## config.mk

```make
export PLATFORM = sky130hd
export DESIGN_NAME = sd_prog
export DESIGN_NICKNAME = d
export VERILOG_FILES = /design/src/rtl/sd_prog.sv
export SDC_FILE = /design/constraint.sdc
export NUM_CORES = 1
export LEC_CHECK = 0
export ABC_CLOCK_PERIOD_IN_PS = 1400
export BUFFER_PORTS_ARGS = -buffer_cell sky130_fd_sc_hd__buf_4
export CAP_MARGIN = 10
export CORE_ASPECT_RATIO = 0.9
export CORE_MARGIN = 2
export CORE_UTILIZATION = 33
export CTS_BUF_LIST = sky130_fd_sc_hd__clkbuf_2 sky130_fd_sc_hd__clkbuf_4 sky130_fd_sc_hd__clkbuf_8
export CTS_CLUSTER_SIZE = 28
export DETAILED_ROUTE_END_ITERATION = 8
export SLEW_MARGIN = 20
export SYNTH_ARGS = -nofsm -noshare
export SYNTH_HDL_FRONTEND = slang
export SYNTH_SLANG_ARGS = --single-unit
```

## constraint.sdc

```tcl
create_clock -name clk -period 1.4 [get_ports clk]
set_input_delay 0.21 -clock clk [delete_from_list [all_inputs] [get_ports clk]]
set_output_delay 0.21 -clock clk [all_outputs]
set_load 0.01 [all_outputs]
```

## src/rtl/sd_prog.sv

```systemverilog
// sd_prog: runtime-programmable serial sequence detector with overlap control.
// Latency: match is registered and pulses one cycle after the final pattern bit is accepted.
// Backpressure: none. Bits are taken whenever data_valid is high, and pat_load overrides data.
// Optional feature: define SD_PROG_MATCH_CNT_EN to build in the saturating match counter.
module sd_prog #(
  parameter int             PAT_W    = 4,
  parameter logic [PAT_W-1:0] PAT_INIT = 4'b0110,
  parameter int             CNT_W    = 8
) (
  input  logic             clk,
  input  logic             rst_n,
  input  logic             data,
  input  logic             data_valid,
  input  logic             overlap_en,
  input  logic             pat_load,
  input  logic [PAT_W-1:0] pat_in,
  input  logic             cnt_clr,
  output logic             match,
  output logic [CNT_W-1:0] match_cnt
);

  localparam int FW = $clog2(PAT_W + 1);
  localparam logic [FW-1:0] FILL_FULL = FW'(PAT_W);
  localparam logic [FW-1:0] FILL_LAST = FW'(PAT_W - 1);

  // fill_q is the detector state: 0 = EMPTY, 1..PAT_W-1 = FILLING, PAT_W = ARMED
  logic [PAT_W-1:0] pat_q, pat_d;
  logic [PAT_W-1:0] hist_q, hist_d;
  logic [FW-1:0]    fill_q, fill_d;
  logic             match_q, match_d;
  logic             accept;
  logic             hit;
  logic [PAT_W-1:0] window;

  // Hit decode: the incoming bit completes a window that equals the current pattern
  always_comb begin
    accept = data_valid && !pat_load;
    window = {hist_q[PAT_W-2:0], data};
    hit    = accept && (fill_q >= FILL_LAST) && (window == pat_q);
  end

  // Next-state logic: pattern load wins over data, a non-overlapping hit restarts collection
  always_comb begin
    pat_d   = pat_q;
    hist_d  = hist_q;
    fill_d  = fill_q;
    match_d = 1'b0;
    if (pat_load) begin
      pat_d  = pat_in;
      fill_d = '0;
    end else if (data_valid) begin
      hist_d = window;
      if (fill_q != FILL_FULL) begin
        fill_d = fill_q + 1'b1;
      end
      if (hit) begin
        match_d = 1'b1;
        if (!overlap_en) begin
          fill_d = '0;
        end
      end
    end
  end

  // Detector state registers
  always_ff @(posedge clk or negedge rst_n) begin
    if (!rst_n) begin
      pat_q   <= PAT_INIT;
      hist_q  <= '0;
      fill_q  <= '0;
      match_q <= 1'b0;
    end else begin
      pat_q   <= pat_d;
      hist_q  <= hist_d;
      fill_q  <= fill_d;
      match_q <= match_d;
    end
  end

  assign match = match_q;

`ifdef SD_PROG_MATCH_CNT_EN
  logic [CNT_W-1:0] cnt_q, cnt_d;

  // Saturating hit counter; a clear in the same cycle as a hit takes priority
  always_comb begin
    cnt_d = cnt_q;
    if (cnt_clr) begin
      cnt_d = '0;
    end else if (hit && (cnt_q != {CNT_W{1'b1}})) begin
      cnt_d = cnt_q + 1'b1;
    end
  end

  // Counter register
  always_ff @(posedge clk or negedge rst_n) begin
    if (!rst_n) begin
      cnt_q <= '0;
    end else begin
      cnt_q <= cnt_d;
    end
  end

  assign match_cnt = cnt_q;
`else
  logic unused_cnt_clr;

  // Counter not built: output is tied off and the clear input has no effect
  assign unused_cnt_clr = cnt_clr;
  assign match_cnt      = '0;
`endif

endmodule

```

; ---- Word-level counts from Yosys, hierarchy flattened
; Index checks and enable logic that the tools add are counted.
; W data, S select, Z words.
[totals]
register_bits = 11
latchBits = 0
ram_bits = 0
rom_bits = 0
input_bits = 11
output_inout_bits = 9
memories = 0
[op_classes]
add_sub_neg = 1
multipliers = 0
n_div = 0
order_cmp = 1
n_eq_ne = 2
n_shift = 0
mux = 8
bitwise = 1
n_reduce_logical = 6
[op_table]
columns = op, count
row1 = $mux W3, 5
row2 = $eq A4 B4 Y1, 1
row3 = $add A3 B1 Y3 const B, 1
row4 = $ge A3 B2 Y1 const B, 1
row5 = $logic_and A1 B1 Y1, 3
row6 = $mux W1, 3
row7 = $ne A3 B3 Y1 const B, 1
row8 = $reduce_and A2 Y1, 1
row9 = $reduce_bool A2 Y1, 1
row10 = $logic_not A1 Y1, 1
row11 = $not A1 Y1, 1

; ---- Longest topological paths before layout
; Gate-level depths: netlist of run 1.
[logic_depth]
word_depth = 7
depth_mapped = 6
ltp_nobuf = 6

; ---- Worst setup path before layout of run 1
; OpenSTA, ideal clock, no wires.
[synth_path]
kind = flip-flop to flip-flop
startpoint = register fill_q[0]
endpoint = register fill_q[1]
setup_time_ns = 0.073
arrival_ns = 1.294
required_time_ns = 1.327
setup_slack_ns = 0.033
path_stages_with_launch = 7
cell_sequence = dfrtp_1 > ha_1 > ha_1 > a211o_1 > nand2_2 > o32ai_2 > a21oi_2
[synth_between]
elab_chain_len = 6
elab_cells_between_ends = 10
[synth_rtl]
columns = item, line
row1 = "start, declared", 29  ; logic [FW-1:0] fill_q, fill_d;
row2 = "start signal, assigned", 75  ; fill_q <= fill_d;
row3 = $add A3 B1 Y3 (tied with other cells), 54  ; fill_d = fill_q + 1'b1;
row4 = $mux W3 or $logic_and A1 B1 Y1 (tied branches), "53, 39"
row5 = $mux W3 or $logic_and A1 B1 Y1 (tied branches), "58, 39"
row6 = $mux W3 *, 56  ; if (hit) begin
row7 = $mux W3 *, 51  ; end else if (data_valid) begin
row8 = $mux W3 *, 48  ; if (pat_load) begin
; Mark *: on every way between the ends. The rest lies on a longest branch, timed or not. The select of a mux whose other input is x is not followed.
; A chain may end at the register's enable or synchronous reset.

; ---- Final worst setup path of run 1
; Same ends and word-level chain as after synthesis.

==> results.json, run 1 <==
{
  "cts_max_level": 1,
  "synthTopCellsByArea": "dfrtp_1, buf_4, dfstp_2",
  "seqCellArea_um2": 278,
  "synth_ff_type": "dfrtp_1",
  "powerDensity_nw_per_um2": 1020,
  "port_buffers": 10,
  "hold_viol_final": 0,
  "clkLatencyLatePin_ps": 260,
  "skew_ps": 1.13,
  "n_fill_cell": 201,
  "drv_cap": 0,
  "drv_slew": 0,
  "synthCells": 58,
  "grt_pass1_vias": 454,
  "syn_avg_cell_area_um2": 12.0,
  "root_buffer": "clkbuf_4",
  "yosys-top-cells-count": "buf_4, dfrtp_1, mux2_2",
  "grt_util_all_layers": 0.114,
  "fmax_mhz": 719,
  "routed_via_density": 4.46,
  "synth_top_cell_area_share": 0.324,
  "cp_data_required_time_ps": 1590,
  "cts.clk_slew.worst_paths_ps": 60,
  "critPathSlowestCell": "dfrtp_1",
  "initial_utilization": 0.356,
  "crit_family": "compound AO/OA/AOI/OAI gates",
  "stdcell_count": 99,
  "layout_min_cycle_time_ps": 1390,
  "criticalPathCategory": "register to register",
  "critical_path_arrival_ps": 1580,
  "hp-class": "primary input to register",
  "final_util": 0.443,
  "cp_slowest_stage_delay_ps": 380,
  "cp-start-kind": "register",
  "num_antenna_cells": 0,
  "vias": 442,
  "rsz0062_at_grt": "yes",
  "die_y_um": 47.5,
  "cts.sinks": 11,
  "ios": 20,
  "area_growth_syn_to_layout_pct": 24.5,
  "finalCritPeriodShare": 0.993,
  "grt_pass1_wl_um": 1960,
  "synth-async-reset-ratio": 1.00,
  "drtPass1Iterations": 2,
  "clk_path_buf_depth": 2,
  "status": "completed",
  "fin_setup_tns_ps": 0,
  "p_leak_nw": 0.386,
  "wl_um": 1050,
  "antenna_found_initial": 0,
  "drtIter0Drc": 7,
  "die_x_um": 52.4,
  "synth.distinct_cells": 28,
  "grt_max_degree": 12,
  "grt_overflow": 0,
  "synth_seq_cells": 11,
  "irDropWorstVdd_uv": 767,
  "synth_top_area_cell": "dfrtp_1",
  "setup_viol": 0,
  "p_total_uw": 883,
  "nets": 89,
  "ant_nets": 0,
  "cp_max_fo": 4,
  "wl_per_cell_um": 10.6,
  "yosysWarnings": 0,
  "place_inst": 93,
  "netlist_area_um2": 694,
  "synth_edf_count": 0,
  "cts_tree": "yes",
  "synth_seq_area_share": 0.400,
  "std_cell_rows": 15,
  "path_buf_inv": 0,
  "multi_input_area_um2": 403,
  "die_area_um2": 2490,
  "place_congestion": 0.722,
  "crit_path_end_kind": "register",
  "numCtsBuffers": 3,
  "path_cells": "ha_2 -> ha_4 -> a211o_1 -> nand2_4 -> o32ai_2 -> a21oi_2",
  "core_area_um2": 1950,
  "remaining_drc_errors": 0,
  "drive_above_1_share": 0.527
}
[cells by family after synthesis]
group / share of synthesized area
simple gates: 0.148
buf+inv: 0.114
flops: 0.400
mux: 0.114
compound gates: 0.0937
xor+xnor: 0.0721
fa+ha+maj: 0.0541
other cells: 0.00540
[flip-flops by register name (all words and copies together), names as in the netlist]
register / flops
pat_q: 4
fill_q: 3
hist_q: 3
match: 1
[metrics by stage]
| step | setup slack [ps] | cell area (um^2) | hold slack, ps |
|---|---|---|---|
| 6_report | 9.64 | 865 | 174 |
| 3_5_place_dp | -18.5 | 774 | 51.0 |
| 4_1_cts | 1.14 | 825 | 167 |
| 5_1_grt | -81.9 | 865 | 167 |
| 3_3_place_gp | 8.18 | 774 | 49.4 |
| 2_1_floorplan | 33.2 | 721 | -85.6 |
[final timing paths]
kind | start | to | slack [ps] | cells past startpoint
worst max-delay path | fill_q[0]$_DFFE_PN0P_ | fill_q[1]$_DFFE_PN0P_ | 10 | 6
worst min register to register | hist_q[0]$_DFFE_PN0N_ | hist_q[1]$_DFFE_PN0N_ | 530 | 1
max in group asynchronous | rst_n | pat_q[2]$_DFFE_PN1P_ | 870 | 2
min in group asynchronous | rst_n | hist_q[0]$_DFFE_PN0N_ | 310 | 2
worst min-delay path | pat_in[2] | pat_q[2]$_DFFE_PN1P_ | 170 | 2
worst max register to register | fill_q[0]$_DFFE_PN0P_ | fill_q[1]$_DFFE_PN0P_ | 10 | 6
[report_power, final]
part	internal, mW	switching (mW)
Combinational	0.133	0.123
Clock	0.130	0.0972
Sequential	0.365	0.0352
Total	0.628	0.256
[placed cells by master, fill, tap and decap left out, types with 3 or more instances in the layout]
cell,instances
clkbuf_4,4
dfrtp_1,9
conb_1,8
buf_4,12
mux2_2,4
inv_1,3
mux2_1,3
[area by class of cell]
type | count | share of cell area
clock buffers | 4 | 0.0347
inverters | 3 | 0.0130
multi-input cells | 42 | 0.466
flip-flops and latches | 11 | 0.321
well taps | 25 | 0.0362
repair buffers | 14 | 0.129
[routing by layer]
metal / vias to the layer above / wire length (um) / track usage
met1: 212 / 454 / 0.136
li1: 216 / - / -
met2: 12 / 520 / 0.185
met5: - / 0 / 0
met4: 0 / 6 / 0.0308
met3: 2 / 69 / 0.0563
[repair_timing]
item | CTS | global route
hold endpoints to repair | 11 | 0
pin swaps | 1 | 1
buffers inserted | 1 | 0
resized for setup | 1 | 8
setup endpoints to repair | 2 | 4
hold buffers | 1 | 0
(Power assumes the default switching activity.)
==> run 2, diff against run 1 <==
CORE_MARGIN = 4   (was 2)
CORE_UTILIZATION = 25   (was 33)
==> run 2 against run 1 <==
Compared with the run above: hold slack improved by 1.7 ps; die area is 48% higher; sequential share of layout area rose by 0.14 points; setup slack lost 5.3 ps; final area is 0.43% lower; critical endpoint unchanged; largest cell class unchanged; highest routed layer is now met3.
==> results.json, run 2 (same netlist as run 1, synthesis figures left out) <==
{
  "placed_cell_area_um2": 778,
  "port_buffers": 10,
  "clk_path_buf_depth": 2,
  "path_cells": "ha_2 -> ha_2 -> a211o_1 -> nand2_4 -> o32ai_4 -> a21oi_2",
  "layout_common_cells": "buf_4, dfrtp_1, conb_1",
  "drtPass1Iterations": 2,
  "setup_viol": 0,
  "status": "completed",
  "cp_slowest_stage_delay_ps": 390,
  "cts_max_level": 1,
  "fin_setup_tns_ps": 0,
  "wl_per_cell_um": 11.2,
  "irDropWorstVdd_uv": 543,
  "ant_nets": 0,
  "die_y_um": 58,
  "std_cell_rows": 17,
  "cp-start-kind": "register",
  "fin_area_um2": 861,
  "drtIter0Drc": 5,
  "n_fill_cell": 262,
  "largest_register": "pat_q",
  "final_util": 0.337,
  "layout_min_cycle_time_ps": 1400,
  "largest_register_ff_count": 4,
  "rsz0062_at_grt": "yes",
  "crit_path_end_kind": "register",
  "root_buffer": "clkbuf_4",
  "cp_max_fo": 4,
  "area_growth_syn_to_layout_pct": 24.0,
  "critPathSlowestCell": "dfrtp_1",
  "wl_um": 1140,
  "drv_cap": 0,
  "core_area_um2": 2550,
  "hp-class": "primary input to register",
  "cts.sinks": 11,
  "criticalPathCategory": "register to register",
  "grt_pass1_vias": 465,
  "hold_viol_final": 0,
  "critical_path_arrival_ps": 1590,
  "setup_ws_ps": 4.36,
  "seqCellArea_um2": 278,
  "clkLatencyLatePin_ps": 260,
  "fmax_mhz": 717,
  "remaining_drc_errors": 0,
  "drv_slew": 0,
  "grt_util_all_layers": 0.0707,
  "die_x_um": 63.6,
  "cp_common_cell": "ha_2",
  "p_leak_nw": 0.379,
  "skew_ps": 1.12,
  "vias": 439,
  "grt_pass1_wl_um": 2050,
  "finalCritPeriodShare": 0.997,
  "die_area_um2": 3690,
  "powerDensity_nw_per_um2": 1030,
  "multi_input_area_um2": 407,
  "drive_above_1_share": 0.548,
  "stdcell_count": 101,
  "grt_max_degree": 12,
  "nets": 88,
  "routed_via_density": 4.35,
  "layout_commonest_cell": "buf_4",
  "grt_overflow": 0,
  "hold-worst-slack_ps": 176,
  "p_total_uw": 889,
  "antenna_found_initial": 0,
  "cp_data_required_time_ps": 1590,
  "place_congestion": 0.715,
  "numCtsBuffers": 3,
  "initial_utilization": 0.272,
  "preCtsSetupSlack_ps": -20.1,
  "place_inst": 96,
  "reg.largest.list": "pat_q (4), fill_q (3), hist_q (3)",
  "ios": 20,
  "cts.clk_slew.worst_paths_ps": 70,
  "cts_tree": "yes",
  "num_antenna_cells": 0
}
==> run 2: path summary, 6_finish.rpt <==
check	startpoint	endpoint	slack (ps)	cells after the start
min in group asynchronous	rst_n	pat_q[3]$_DFFE_PN0P_	300	2
worst max register to register	fill_q[0]$_DFFE_PN0P_	fill_q[1]$_DFFE_PN0P_	4	6
worst max-delay path	fill_q[0]$_DFFE_PN0P_	fill_q[1]$_DFFE_PN0P_	4	6
worst min register to register	hist_q[0]$_DFFE_PN0N_	hist_q[1]$_DFFE_PN0N_	540	1
max in group asynchronous	rst_n	pat_q[2]$_DFFE_PN1P_	870	2
worst min-delay path	pat_in[3]	pat_q[3]$_DFFE_PN0P_	180	2
==> run 2: timing repair <==
item                                    in CTS  in global routing
endpoints found under the hold margin       11                  0
setup buffers                                0                  0
endpoints found under the setup margin       2                  3
pin swaps                                    3                  1
hold buffers                                 1                  0
gates resized for setup                      2                  8
cloned                                       0                  0
==> run 2: worst max-delay path, delay by kind of cell, from the launching register on <==
kind                     cells  cell delay, ps
adder cells (fa/ha/maj)      2             350
flip-flops                   1             390
AND/OR/NAND/NOR              1             110
AO/OA/AOI/OAI                3             480
==> run 2: routing by layer <==
metal	GRT usage	wire (um)	share of wire	vias up
met5	0	0	0	-
met1	0.0873	499	0.44	209
met3	0.0174	63	0.056	0
li1	-	-	-	215
met2	0.115	572	0.50	15
met4	0.0369	0	0	0
==> run 2: power by group <==
group          switching, mW  internal, mW  leakage, nW  total, mW
sequential            0.0364         0.365        0.134      0.402
clock                  0.102         0.129       0.0184      0.232
combinational          0.124         0.131        0.226      0.256
==> run 2: layout make-up <==
cell class	instances	share of cell area
Inverter	3	0.0131
Tap cell	28	0.0407
Clock buffer	4	0.0349
Sequential cell	11	0.323
Multi-Input combinational cell	42	0.472
Timing Repair Buffer	13	0.116
==> run 3, diff against run 2 <==
CORE_UTILIZATION = 47   (was 25)
PLACE_DENSITY = 0.76   (was default)
==> run 3 against run 2 <==
Compared with the run above: the run now ends with setup timing left; non-clock buffer count is the same; via count rose by 3.4%; global-route usage grew 5.3 points; combinational power about the same; clock power grew 4%; setup slack got worse by 77 ps; total power is 1.0% higher; routed wire length rose by 7.2%; final cell count shrank 14%; final area fell by 2.9%; first-iteration DRC count up 40%; sequential share of layout area grew 0.97 points; critical path type unchanged.
==> results.json, run 3 (same netlist as run 1, synthesis figures left out) <==
{
  "status": "complete, but fails checks",
  "violations": "setup timing",
  "place_congestion": 0.872,
  "largest_register_ff_count": 4,
  "layout_commonest_cell": "buf_4",
  "ant_nets": 0,
  "cp_data_required_time_ps": 1540,
  "wl_met3_um": 97,
  "wl_um": 1220,
  "drtPass1Iterations": 4,
  "largest_register": "pat_q",
  "clkLatencyLatePin_ps": 270,
  "grt_max_degree": 12,
  "powerDensity_nw_per_um2": 1070,
  "hp-class": "primary input to register",
  "nets": 88,
  "finalCritPeriodShare": 1.05,
  "multi_input_area_um2": 399,
  "drv_cap": 0,
  "highest_layer": "met4",
  "m1WireLength_um": 522,
  "drv_slew": 0,
  "setup_viol": 2,
  "grt_pass1_vias": 466,
  "grt_pass1_wl_um": 2050,
  "postCtsSetupRepairBufs": 0,
  "place_inst": 82,
  "cp_max_fo": 4,
  "hold_viol_final": 0,
  "cts_tree": "yes",
  "ios": 20,
  "core_area_um2": 1310,
  "area_growth_syn_to_layout_pct": 20.4,
  "path_cells": "ha_2 -> ha_2 -> a211o_1 -> nand2_4 -> o32ai_2 -> o31ai_1",
  "drtIter0Drc": 7,
  "crit_path_end_kind": "register",
  "numCtsBuffers": 3,
  "vias": 454,
  "layout_common_cells": "buf_4, dfrtp_1, conb_1",
  "cts.clk_slew.worst_paths_ps": 70,
  "root_buffer": "clkbuf_4",
  "seqCellArea_um2": 278,
  "critPathSlowestCell": "dfrtp_1",
  "stdcell_count": 87,
  "setup_ws_ps": -72.8,
  "cp-start-kind": "register",
  "grt_util_all_layers": 0.124,
  "initial_utilization": 0.532,
  "cp_slowest_stage_delay_ps": 370,
  "final_util": 0.640,
  "grt_overflow": 0,
  "remaining_drc_errors": 0,
  "die_y_um": 44.5,
  "cts.sinks": 11,
  "cts_max_level": 1,
  "criticalPathCategory": "register to register",
  "clk_path_buf_depth": 2,
  "std_cell_rows": 12,
  "die_area_um2": 2160,
  "routed_via_density": 5.22,
  "num_antenna_cells": 0,
  "port_buffers": 10,
  "dp_hpwl_um": 915,
  "fmax_mhz": 679,
  "antenna_found_initial": 0,
  "irDropWorstVdd_uv": 667,
  "cp_common_cell": "ha_2",
  "route.met2.wl_um": 585,
  "skew_ps": 3.42,
  "die_x_um": 48.5,
  "reg.largest.list": "pat_q (4), fill_q (3), hist_q (3)",
  "critical_path_arrival_ps": 1620,
  "n_fill_cell": 111,
  "hold-worst-slack_ps": 162,
  "layout_min_cycle_time_ps": 1470,
  "p_total_uw": 898,
  "p_leak_nw": 0.379,
  "drive_above_1_share": 0.493,
  "rsz0062_at_grt": "yes",
  "wl_per_cell_um": 14.0
}
run 3: worst max-delay path: cells and delay by family, from the launching register on:
family                     cells  cell delay, ps
adders and majority gates      2             340
and+or+nand+nor                1              90
DFF                            1             370
AOI/OAI and AO/OA              3             530
run 3: what timing repair did:
item	4_1_cts	5_1_grt
setup endpoints to repair	3	3
gates resized for setup	2	4
pin swaps	3	2
hold buffers	1	0
endpoints found under the hold margin	11	0
run 3: layout make-up:
cell class	instances	share of cell area
repair buffers	13	0.120
multi-input cells	42	0.478
well taps	14	0.0210
flip-flops and latches	11	0.332
inverters	3	0.0135
clock buffers	4	0.0359
run 3: report_power, final:
group          switching [mW]  internal, mW  leakage, nW
registers              0.0363         0.365        0.134
logic                   0.127         0.129        0.227
clock network           0.111         0.130       0.0184
total                   0.274         0.624        0.379
run 3: through the flow:
stage                     worst slack [ps]  area, um^2  setup TNS, ps
after floorplan                       33.2         721              0
after global placement                8.91         761              0
after detailed placement             -32.0         761          -67.9
after CTS                            -13.0         806          -13.0
after global routing                  -136         836           -232
final                                -72.8         836          -82.7
run 3: worst paths after layout:
check | depth (start not counted) | endpoint | slack (ps) | startpoint
worst max-delay path | 6 | fill_q[2]$_DFFE_PN0P_ | -70 | fill_q[0]$_DFFE_PN0P_
worst min-delay path | 2 | pat_q[3]$_DFFE_PN0P_ | 160 | pat_in[3]
worst max register to register | 6 | fill_q[2]$_DFFE_PN0P_ | -70 | fill_q[0]$_DFFE_PN0P_
worst min register to register | 1 | hist_q[0]$_DFFE_PN0N_ | 540 | hist_q[0]$_DFFE_PN0N_
max in group asynchronous | 2 | pat_q[2]$_DFFE_PN1P_ | 870 | rst_n
min in group asynchronous | 2 | hist_q[1]$_DFFE_PN0N_ | 310 | rst_n
run 3: layer usage:
| metal | global-route usage | vias to the layer above |
|---|---|---|
| met1 | 0.148 | 217 |
| li1 | - | 217 |
| met3 | 0.0572 | 3 |
| met2 | 0.201 | 17 |
| met4 | 0.0376 | 0 |
| met5 | 0 | - |
